**config.mk**
```make
export PLATFORM = sky130hd
export DESIGN_NAME = sram_access_arbiter
export DESIGN_NICKNAME = d
export VERILOG_FILES = /design/src/rtl/sram_access_arbiter.sv
export SDC_FILE = /design/constraint.sdc
export NUM_CORES = 1
export LEC_CHECK = 0
export CAP_MARGIN = 10
export CORE_MARGIN = 8
export CORE_UTILIZATION = 39
export CTS_BUF_LIST = sky130_fd_sc_hd__clkbuf_4 sky130_fd_sc_hd__clkbuf_8
export DETAILED_ROUTE_END_ITERATION = 8
export GPL_ROUTABILITY_DRIVEN = 0
export GPL_TIMING_DRIVEN = 0
export MAX_ROUTING_LAYER = met4
export PLACE_DENSITY = 0.87
export RECOVER_POWER = 50
export SLEW_MARGIN = 25
export SYNTH_ARGS = -nofsm -noshare
export SYNTH_HDL_FRONTEND = slang
export SYNTH_SLANG_ARGS = --single-unit
export TNS_END_PERCENT = 1
```
**constraint.sdc**
```tcl
create_clock -name clk -period 1.7 [get_ports clk]
set_input_delay 0.34 -clock clk [delete_from_list [all_inputs] [get_ports clk]]
set_output_delay 0.34 -clock clk [all_outputs]
set_load 0.05 [all_outputs]
```
**src/rtl/sram_access_arbiter.sv**
```systemverilog
// rtl/sram_access_arbiter.sv - single-port SRAM arbiter between pixel-fetch reads and output-buffer writes
// Optional build macro: ARB_WRITE_PRIORITY_EN (pending writes always win in IDLE).
module sram_access_arbiter #(
    parameter int WAIT_CYCLES = 2,
    parameter int ADDR_W      = 32,
    parameter int DATA_W      = 32
) (
    input  logic              clk,
    input  logic              rst,
    input  logic              rd_req,
    input  logic [ADDR_W-1:0] rd_addr,
    output logic              rd_valid,
    output logic [DATA_W-1:0] rd_data,
    input  logic              wr_req,
    input  logic [ADDR_W-1:0] wr_addr,
    input  logic [DATA_W-1:0] wr_data,
    output logic              wr_done,
    output logic [ADDR_W-1:0] mem_addr,
    output logic [DATA_W-1:0] mem_wdata,
    input  logic [DATA_W-1:0] mem_rdata,
    output logic              mem_read_en,
    output logic              mem_write_en,
    output logic              busy
);

    localparam int CNT_W = $clog2(WAIT_CYCLES + 1);
    localparam logic [CNT_W-1:0] CNT_LOAD = CNT_W'(WAIT_CYCLES - 1);

    typedef enum logic [1:0] {
        IDLE  = 2'd0,
        READ  = 2'd1,
        WRITE = 2'd2,
        RESP  = 2'd3
    } state_t;

    state_t           state;
    state_t           state_next;
    logic [CNT_W-1:0] cnt;
    logic             last_grant;   // 0 = read, 1 = write
    logic             cur_write;
    logic             grant;
    logic             grant_write;

    always_comb begin
        state_next   = state;
        grant        = 1'b0;
        grant_write  = 1'b0;
        mem_read_en  = 1'b0;
        mem_write_en = 1'b0;
        rd_valid     = 1'b0;
        wr_done      = 1'b0;
        case (state)
            IDLE: begin
                if (rd_req || wr_req) begin
                    grant = 1'b1;
`ifdef ARB_WRITE_PRIORITY_EN
                    grant_write = wr_req;
`else
                    // On a tie, the requester that did not win last time goes now.
                    grant_write = wr_req && (!rd_req || !last_grant);
`endif
                    state_next = grant_write ? WRITE : READ;
                end
            end
            READ: begin
                mem_read_en = 1'b1;
                if (cnt == '0) state_next = RESP;
            end
            WRITE: begin
                mem_write_en = 1'b1;
                if (cnt == '0) state_next = RESP;
            end
            RESP: begin
                rd_valid   = !cur_write;
                wr_done    = cur_write;
                state_next = IDLE;
            end
            default: state_next = IDLE;
        endcase
    end

    assign busy = (state != IDLE);

    always_ff @(posedge clk) begin
        if (rst) begin
            state      <= IDLE;
            cnt        <= '0;
            last_grant <= 1'b0;
            cur_write  <= 1'b0;
            mem_addr   <= '0;
            mem_wdata  <= '0;
            rd_data    <= '0;
        end else begin
            state <= state_next;
            if (grant) begin
                cnt       <= CNT_LOAD;
                cur_write <= grant_write;
                mem_addr  <= grant_write ? wr_addr : rd_addr;
                if (grant_write) mem_wdata <= wr_data;
            end else if (cnt != '0) begin
                cnt <= cnt - 1'b1;
            end
            // SRAM read data is only guaranteed in the final access cycle.
            if (state == READ && cnt == '0) rd_data <= mem_rdata;
            if (state == RESP) last_grant <= cur_write;
        end
    end

endmodule

```
==> summary.md, run 1 <==
| Metric | Value |
|---|---|
| # IOs | `233` |
| Area of the multi-input gates | `1650 sq um` |
| Unrepaired setup endpoints after global routing | `yes` |
| DRC | `0` |
| Setup Skew | `0.0157 ns` |
| Global route total overflow | `0` |
| Crit start category | `flop` |
| Worst rel slew slack | `61.9%` |
| Crit. End Element | `output pin` |
| Minimum clock period | `approximately 1.6 ns` |
| FILL cells | `between 800 and 900` |
| Ys async rst share | `0%` |
| Die ar. | `13600 sq um` |
| Fin. max-slew vios | `0` |
| # diodes | `0` |
| EDFF count, synth | `0` |
| Synthesis-to-layout area growth | `64.1%` |
| Synth Area in Simple Gates | `around 18%` |
| Synth Area in Adders | `1.90%` |
| Num rows | `36` |
| Routed wire length | `14000 microns` |
| Vias per Instance | `4.73` |
| Cell area after layout | `6470 sq um` |
| Pwr dens | `around 1500 nW/um^2` |
| Hold_sp | `mem_addr[3]` |
| Final Hold Vio Count | `0` |
| H-tree levels | `3` |
| Gr usage total | `between 20% and 30%` |
| Syn Nets | `roughly 600` |
| Storage element area | `2050 sq um` |
| Cell taking the most area after synthesis | `dfxtp_1` |
| Ranking of synthesized cells by area | `dfxtp_1 (52%), nand2_1 (16%), a21oi_1 (8.4%)` |
| Die span in x | `approximately 120 microns` |
| Vias | `about 4.0k` |
| CTS Buf Count | `9` |
| Largest family of logic cells by synthesized area | `simple AND/OR/NAND/NOR gates` |
| Max VDD drop | `0.000861 V` |
| Compound-cell area share of the yosys netlist | `between 10% and 20%` |
| Core footprint | `between 9000 and 10000 sq um` |
| Worst EP required | `roughly 1.4 ns` |
| Leakage | `2.97 nW` |
| Status | `finished clean` |
| Met2 wire len | `about 7100 microns` |
| Flop2flop setup slack | `around 0.080 ns` |
| First-pass GRT wire length | `around 21000 microns` |
| CTS tree | `done` |
| Initial antenna violation count | `0` |
| Hold Path Class | `reg -> reg` |
| Clock root cell | `clkbuf_8` |
| Crit path DAT | `about 1.3 ns` |
| Top Layer Used | `met4` |
| CTS max path bufs | `2` |
| Crit path from | `state[0]` |
| Synth cell count leaders | `nand2_1 (164), dfxtp_1 (102), a21oi_1 (66)` |
| DP HPWL | `around 11000 microns` |
| Final net count | `approximately 840` |
| Pwr Total | `between 9 and 10 mW` |
| Final period utilization | `between 90% and 100%` |
| Reg-to-Reg Start | `state[0]` |
| Setup TNS | `0 ns` |
| Final setup vio count | `0` |
| Final Util | `roughly two thirds` |
| Mapped Cells | `~460` |
| Sequential area share after synthesis | `about half` |
| Clock latency at the later pin of the worst-skew pair | `approximately 0.35 ns` |
| Clock sink count | `102` |
| DP Area | `6420 sq um` |
| Synth Flop Type | `dfxtp_1` |
| Fin Hold WS | `0.450 ns` |
| Warnings from Yosys | `0` |
| Distinct cells, synth | `28` |
| Post-Syn Area | `between 3000 and 4000 sq um` |
| Max-capacitance violation count | `0` |
| Share of cells above drive strength 1 | `under 10%` |
| Routed len/inst | `16.6 microns` |
| Avg Synthesized Cell Area | `about 8.5 sq um` |
| DR iter-0 viols | `between 200 and 250` |
| CP Class | `reg -> out` |
| Pre-Repair DR Iteration Count | `4` |
| Largest net degree at the start of global routing | `18` |
| WL met1 | `~5400 microns` |
| FMAX | `between 600 and 700 MHz` |
| Reg-to-reg endpoint | `mem_addr[16]` |
| Post-CTS Setup Bufs | `0` |
| Number of global-route vias before repair | `roughly 4k` |
| R2R cell count | `8` |
| Routed wl met3 | `1000 microns` |
| Vert. Die Dim | `about 120 microns` |
| Worst-path maximum fanout | `4` |
| Count leader, synth | `nand2_1` |
| XOR/XNOR Fraction of Synth Area | `less than 1%` |
| Crit path to | `mem_write_en` |
| Mux share of post-synthesis cell area | `under 10%` |
| Post-DRT Antenna Nets | `0` |
| Initial core utilization | `between 40% and 50%` |
| IO buf count | `between 200 and 250` |
| Post-synth top area share | `about half` |
| Yosys reg bits | `about 100` |
| Slew at the pin with the worst max-slew slack | `around 0.57 ns` |
| Reg clk slew, reported paths | `0.09 ns` |
[metal layers]
metal	vias up	global-route usage [%]
met4	0	7.26
met2	139	35.5
met5	-	-
met3	26	5.79
met1	1837	21.8
li1	1988	-
[critical path, cell delays in order, from the launching register on]
cell	delay, ns
dfxtp_4	0.38
inv_1	0.12
ha_1	0.17
buf_2	0.28
[worst min path at each step]
stage | end | cells after the start
floorplan | cur_write | 2
global placement | mem_addr[21] | 2
CTS | mem_addr[3] | 2
finish | mem_addr[3] | 2
global route | rd_data[0] | 2
detailed placement | mem_addr[3] | 2
[power breakdown]
group / leakage (nW) / switching, mW / total, mW / internal [mW]
Combinational: 2.04 / 3.36 / 5.00 / 1.64
Sequential: 0.836 / 0.261 / 3.18 / 2.92
Clock: 0.0930 / 0.839 / 1.42 / 0.582
[cells by family (layout without fill, tap and decap cells)]
group                    after synthesis  after routing
AO/OA/AOI/OAI                        105            105
XOR/XNOR                               1              1
adder cells (fa/ha/maj)                6              6
buffers and inverters                 40            287
flip-flops                           102            102
multiplexers                          32             32
AND/OR/NAND/NOR                      177            177
[sequential cells by signal, summed over array words and instances, names as in the netlist]
name / cells
cnt: 2
cur_write: 1
last_grant: 1
mem_addr: 32
mem_wdata: 32
rd_data: 32
state: 2
[final cells by class]
class                   instances  area share [%]
plain buffers                  33            3.31
repair buffers                231            33.8
multi-input cells             321            25.5
inverters                       7           0.406
flip-flops and latches        102            31.6
clock buffers                  10            2.13
well taps                     133            2.57
clock inverters                 6           0.677
[timing repair]
action	4_1_cts	5_1_grt
hold buffers	0	0
resized for setup	124	11
endpoints found under the setup margin	103	24
pin swaps	0	0
[stage by stage]
step,setup slack (ns),cells
after floorplan,0.0140,463
after global placement,-0.321,827
after detailed placement,-0.357,827
after CTS,-0.0600,843
after global routing,-0.0309,843
final,0.0700,843
[cells in the final DEF, fill, tap and decap left out, drive strengths merged]
cell / count
nand2: 164
clkdlybuf4s50: 130
clkbuf: 26
dfxtp: 102
buf: 22
mux2i: 32
clkinvlp: 1
ha: 6
dlygate4sd2: 95
nor2b: 1
nor2: 3
and3: 1
clkinv: 3
and2: 3
o32a: 1
a21oi: 67
xor2: 1
nand3: 2
clkdlybuf4s15: 1
or2: 1
o211ai: 1
a311oi: 1
nand2b: 2
o21ai: 35
inv: 9
Note: power is estimated with default switching activity, not from simulation.
==> run 2: changes to the inputs <==
- GPL_TIMING_DRIVEN: 0 -> 1
==> run 2 against run 1 <==
Against the previous run:
- sequential cell count did not move
- register-to-register slack improved by 0.11 ns
- combinational power rose by 1%
- critical path type unchanged
- critical endpoint is now rd_valid
==> summary.md, run 2 (synthesis gave the netlist of run 1 again) <==
| Metric | Value |
|---|---|
| Hold_sp | `rst` |
| Core footprint | `around 9800 sq um` |
| DP Area | `just over 6000 sq um` |
| Hold path endpoint | `state[0]` |
| Crit path DAT | `1.28 ns` |
| Clock latency at the later pin of the worst-skew pair | `between 0.3 and 0.4 ns` |
| Flop2flop setup slack | `0.19 ns` |
| DR iter-0 viols | `between 200 and 300` |
| Unrepaired setup endpoints after global routing | `no` |
| Clock root cell | `clkbuf_8` |
| Fin Hold WS | `roughly 0.44 ns` |
| Final Hold Vio Count | `0` |
| Number of global-route vias before repair | `4128` |
| Final net count | `between 800 and 900` |
| Hold Path Stages | `3` |
| Reg clk slew, reported paths | `around 0.09 ns` |
| Leakage | `about 2.6 nW` |
| Pre-CTS setup slack | `-0.112 ns` |
| Global routing usage on met3 | `roughly 4.7%` |
| Max VDD drop | `between 0.0006 and 0.0007 V` |
| Met2 Usage GRT | `around 35%` |
| CP Class | `reg -> out` |
| Setup Skew | `approximately 0.009 ns` |
| Initial antenna violation count | `0` |
| CTS Buf Count | `9` |
| Vert. Die Dim | `about 120 microns` |
| FILL cells | `about 880` |
| CTS tree | `done` |
| Hold Path Class | `in -> reg` |
| Pre-Repair DR Iteration Count | `4` |
| IO buf count | `around 230` |
| Global route total overflow | `0` |
| Share of cells above drive strength 1 | `16.3%` |
| Fin. max-slew vios | `0` |
| Worst rel slew slack | `around 57%` |
| Commonest cells after routing, fill and taps aside | `nand2_1 (164), clkdlybuf4s50_1 (130), dfxtp_1 (100)` |
| Crit. End Element | `output pin` |
| Worst-path maximum fanout | `3` |
| Final Util | `between 60% and 70%` |
| Placed Instances | `810` |
| DP HPWL | `roughly 11000 microns` |
| Initial core utilization | `40.3%` |
| Routed len/inst | `approximately 16 microns` |
| Slew at the pin with the worst max-slew slack | `roughly 0.64 ns` |
| Clock sink count | `between 100 and 150` |
| Non-Filler Instances | `about 830` |
| Minimum clock period | `1.62 ns` |
| Crit start category | `flop` |
| Post-DRT Antenna Nets | `0` |
| Biggest regs | `mem_addr (32), mem_wdata (32), rd_data (32)` |
| Synthesis-to-layout area growth | `57.1%` |
| Grt met1 use | `between 20 and 25%` |
| Status | `finished clean` |
| First-pass GRT wire length | `20600 microns` |
| Vias per Instance | `roughly 4.8` |
| FMAX | `roughly 620 MHz` |
| Final setup margin | `0.0787 ns` |
| Cell area after layout | `a little over 6000 sq um` |
| Die ar. | `around 14000 sq um` |
| Final setup vio count | `0` |
| Reg-to-reg endpoint | `mem_addr[21]` |
| R2R cell count | `5` |
| Max-capacitance violation count | `0` |
| Worst EP required | `1.36 ns` |
| Routed wire length | `~14000 microns` |
| Die span in x | `about 120 microns` |
| Num rows | `36` |
| DRC | `0` |
| CTS max path bufs | `2` |
| Pwr Total | `roughly 10 mW` |
| Gr usage total | `19.8%` |
| Pwr dens | `1600 nW/um^2` |
| # diodes | `0` |
| Largest net degree at the start of global routing | `51` |
| Final period utilization | `95.4%` |
| Reg-to-Reg Start | `state[1]` |
| # IOs | `around 230` |
| H-tree levels | `3` |
| Setup TNS | `0 ns` |
| Vias | `~4.0k` |
| GRT Max-Usage Layer | `met2` |
| Most common cell after layout, fill and taps aside | `nand2_1` |
| Crit path from | `state[0]` |
## run 2: cell types whose count changed in the layout (fill, tap and decap cells not counted), sizes merged, moves of 2 or more
cell / before / now
dlygate4sd2: 95 / 0
clkbuf: 26 / 104
buf: 22 / 24
bufinv: 0 / 2
inv: 9 / 7
## run 2: area by class of cell
class                      instances  area [sq um]  area share, %
clock buffer                      10           138           2.22
multi-input combinational        321          1680           27.1
inverter                           7          26.3          0.424
tap                              133           166           2.69
sequential                       102          2040           33.0
clock inverter                     6          85.1           1.37
timing repair buffer             248          2060           33.2
## run 2: power by group
part / total, mW / switching [mW] / internal [mW]
clock: 1.68 / 0.813 / 0.864
sequential: 3.19 / 0.278 / 2.92
combinational: 5.06 / 3.38 / 1.68
total: 9.94 / 4.47 / 5.46
## run 2: how the worst max path moves through the flow
stage	to	slack [ns]	cells after the start
2_1_floorplan	state[1]	0.01	6
3_3_place_gp	mem_addr[22]	-0.04	4
3_5_place_dp	mem_addr[6]	-0.11	6
5_1_grt	rd_valid	0.02	5
6_report	rd_valid	0.08	5
4_1_cts	rd_valid	-0.009	5
## run 2: per-layer routing
layer  wire, microns  up-vias
li1                -     1963
met1            4980     1805
met2            7080      155
met3            1090       29
met4             399        0
met5               0        -
## run 2: repair_timing
action	in CTS	in global routing
resized for setup	4	6
hold buffers	0	0
setup endpoints to repair	3	2
buffers inserted	0	1
pin swaps	0	1
## run 2: critical path, stage by stage (launching register included)
cell and delay (ns):
dfxtp_2 0.34, buf_6 0.11, ha_4 0.13, inv_2 0.04, nor2_2 0.15, buf_12 0.16
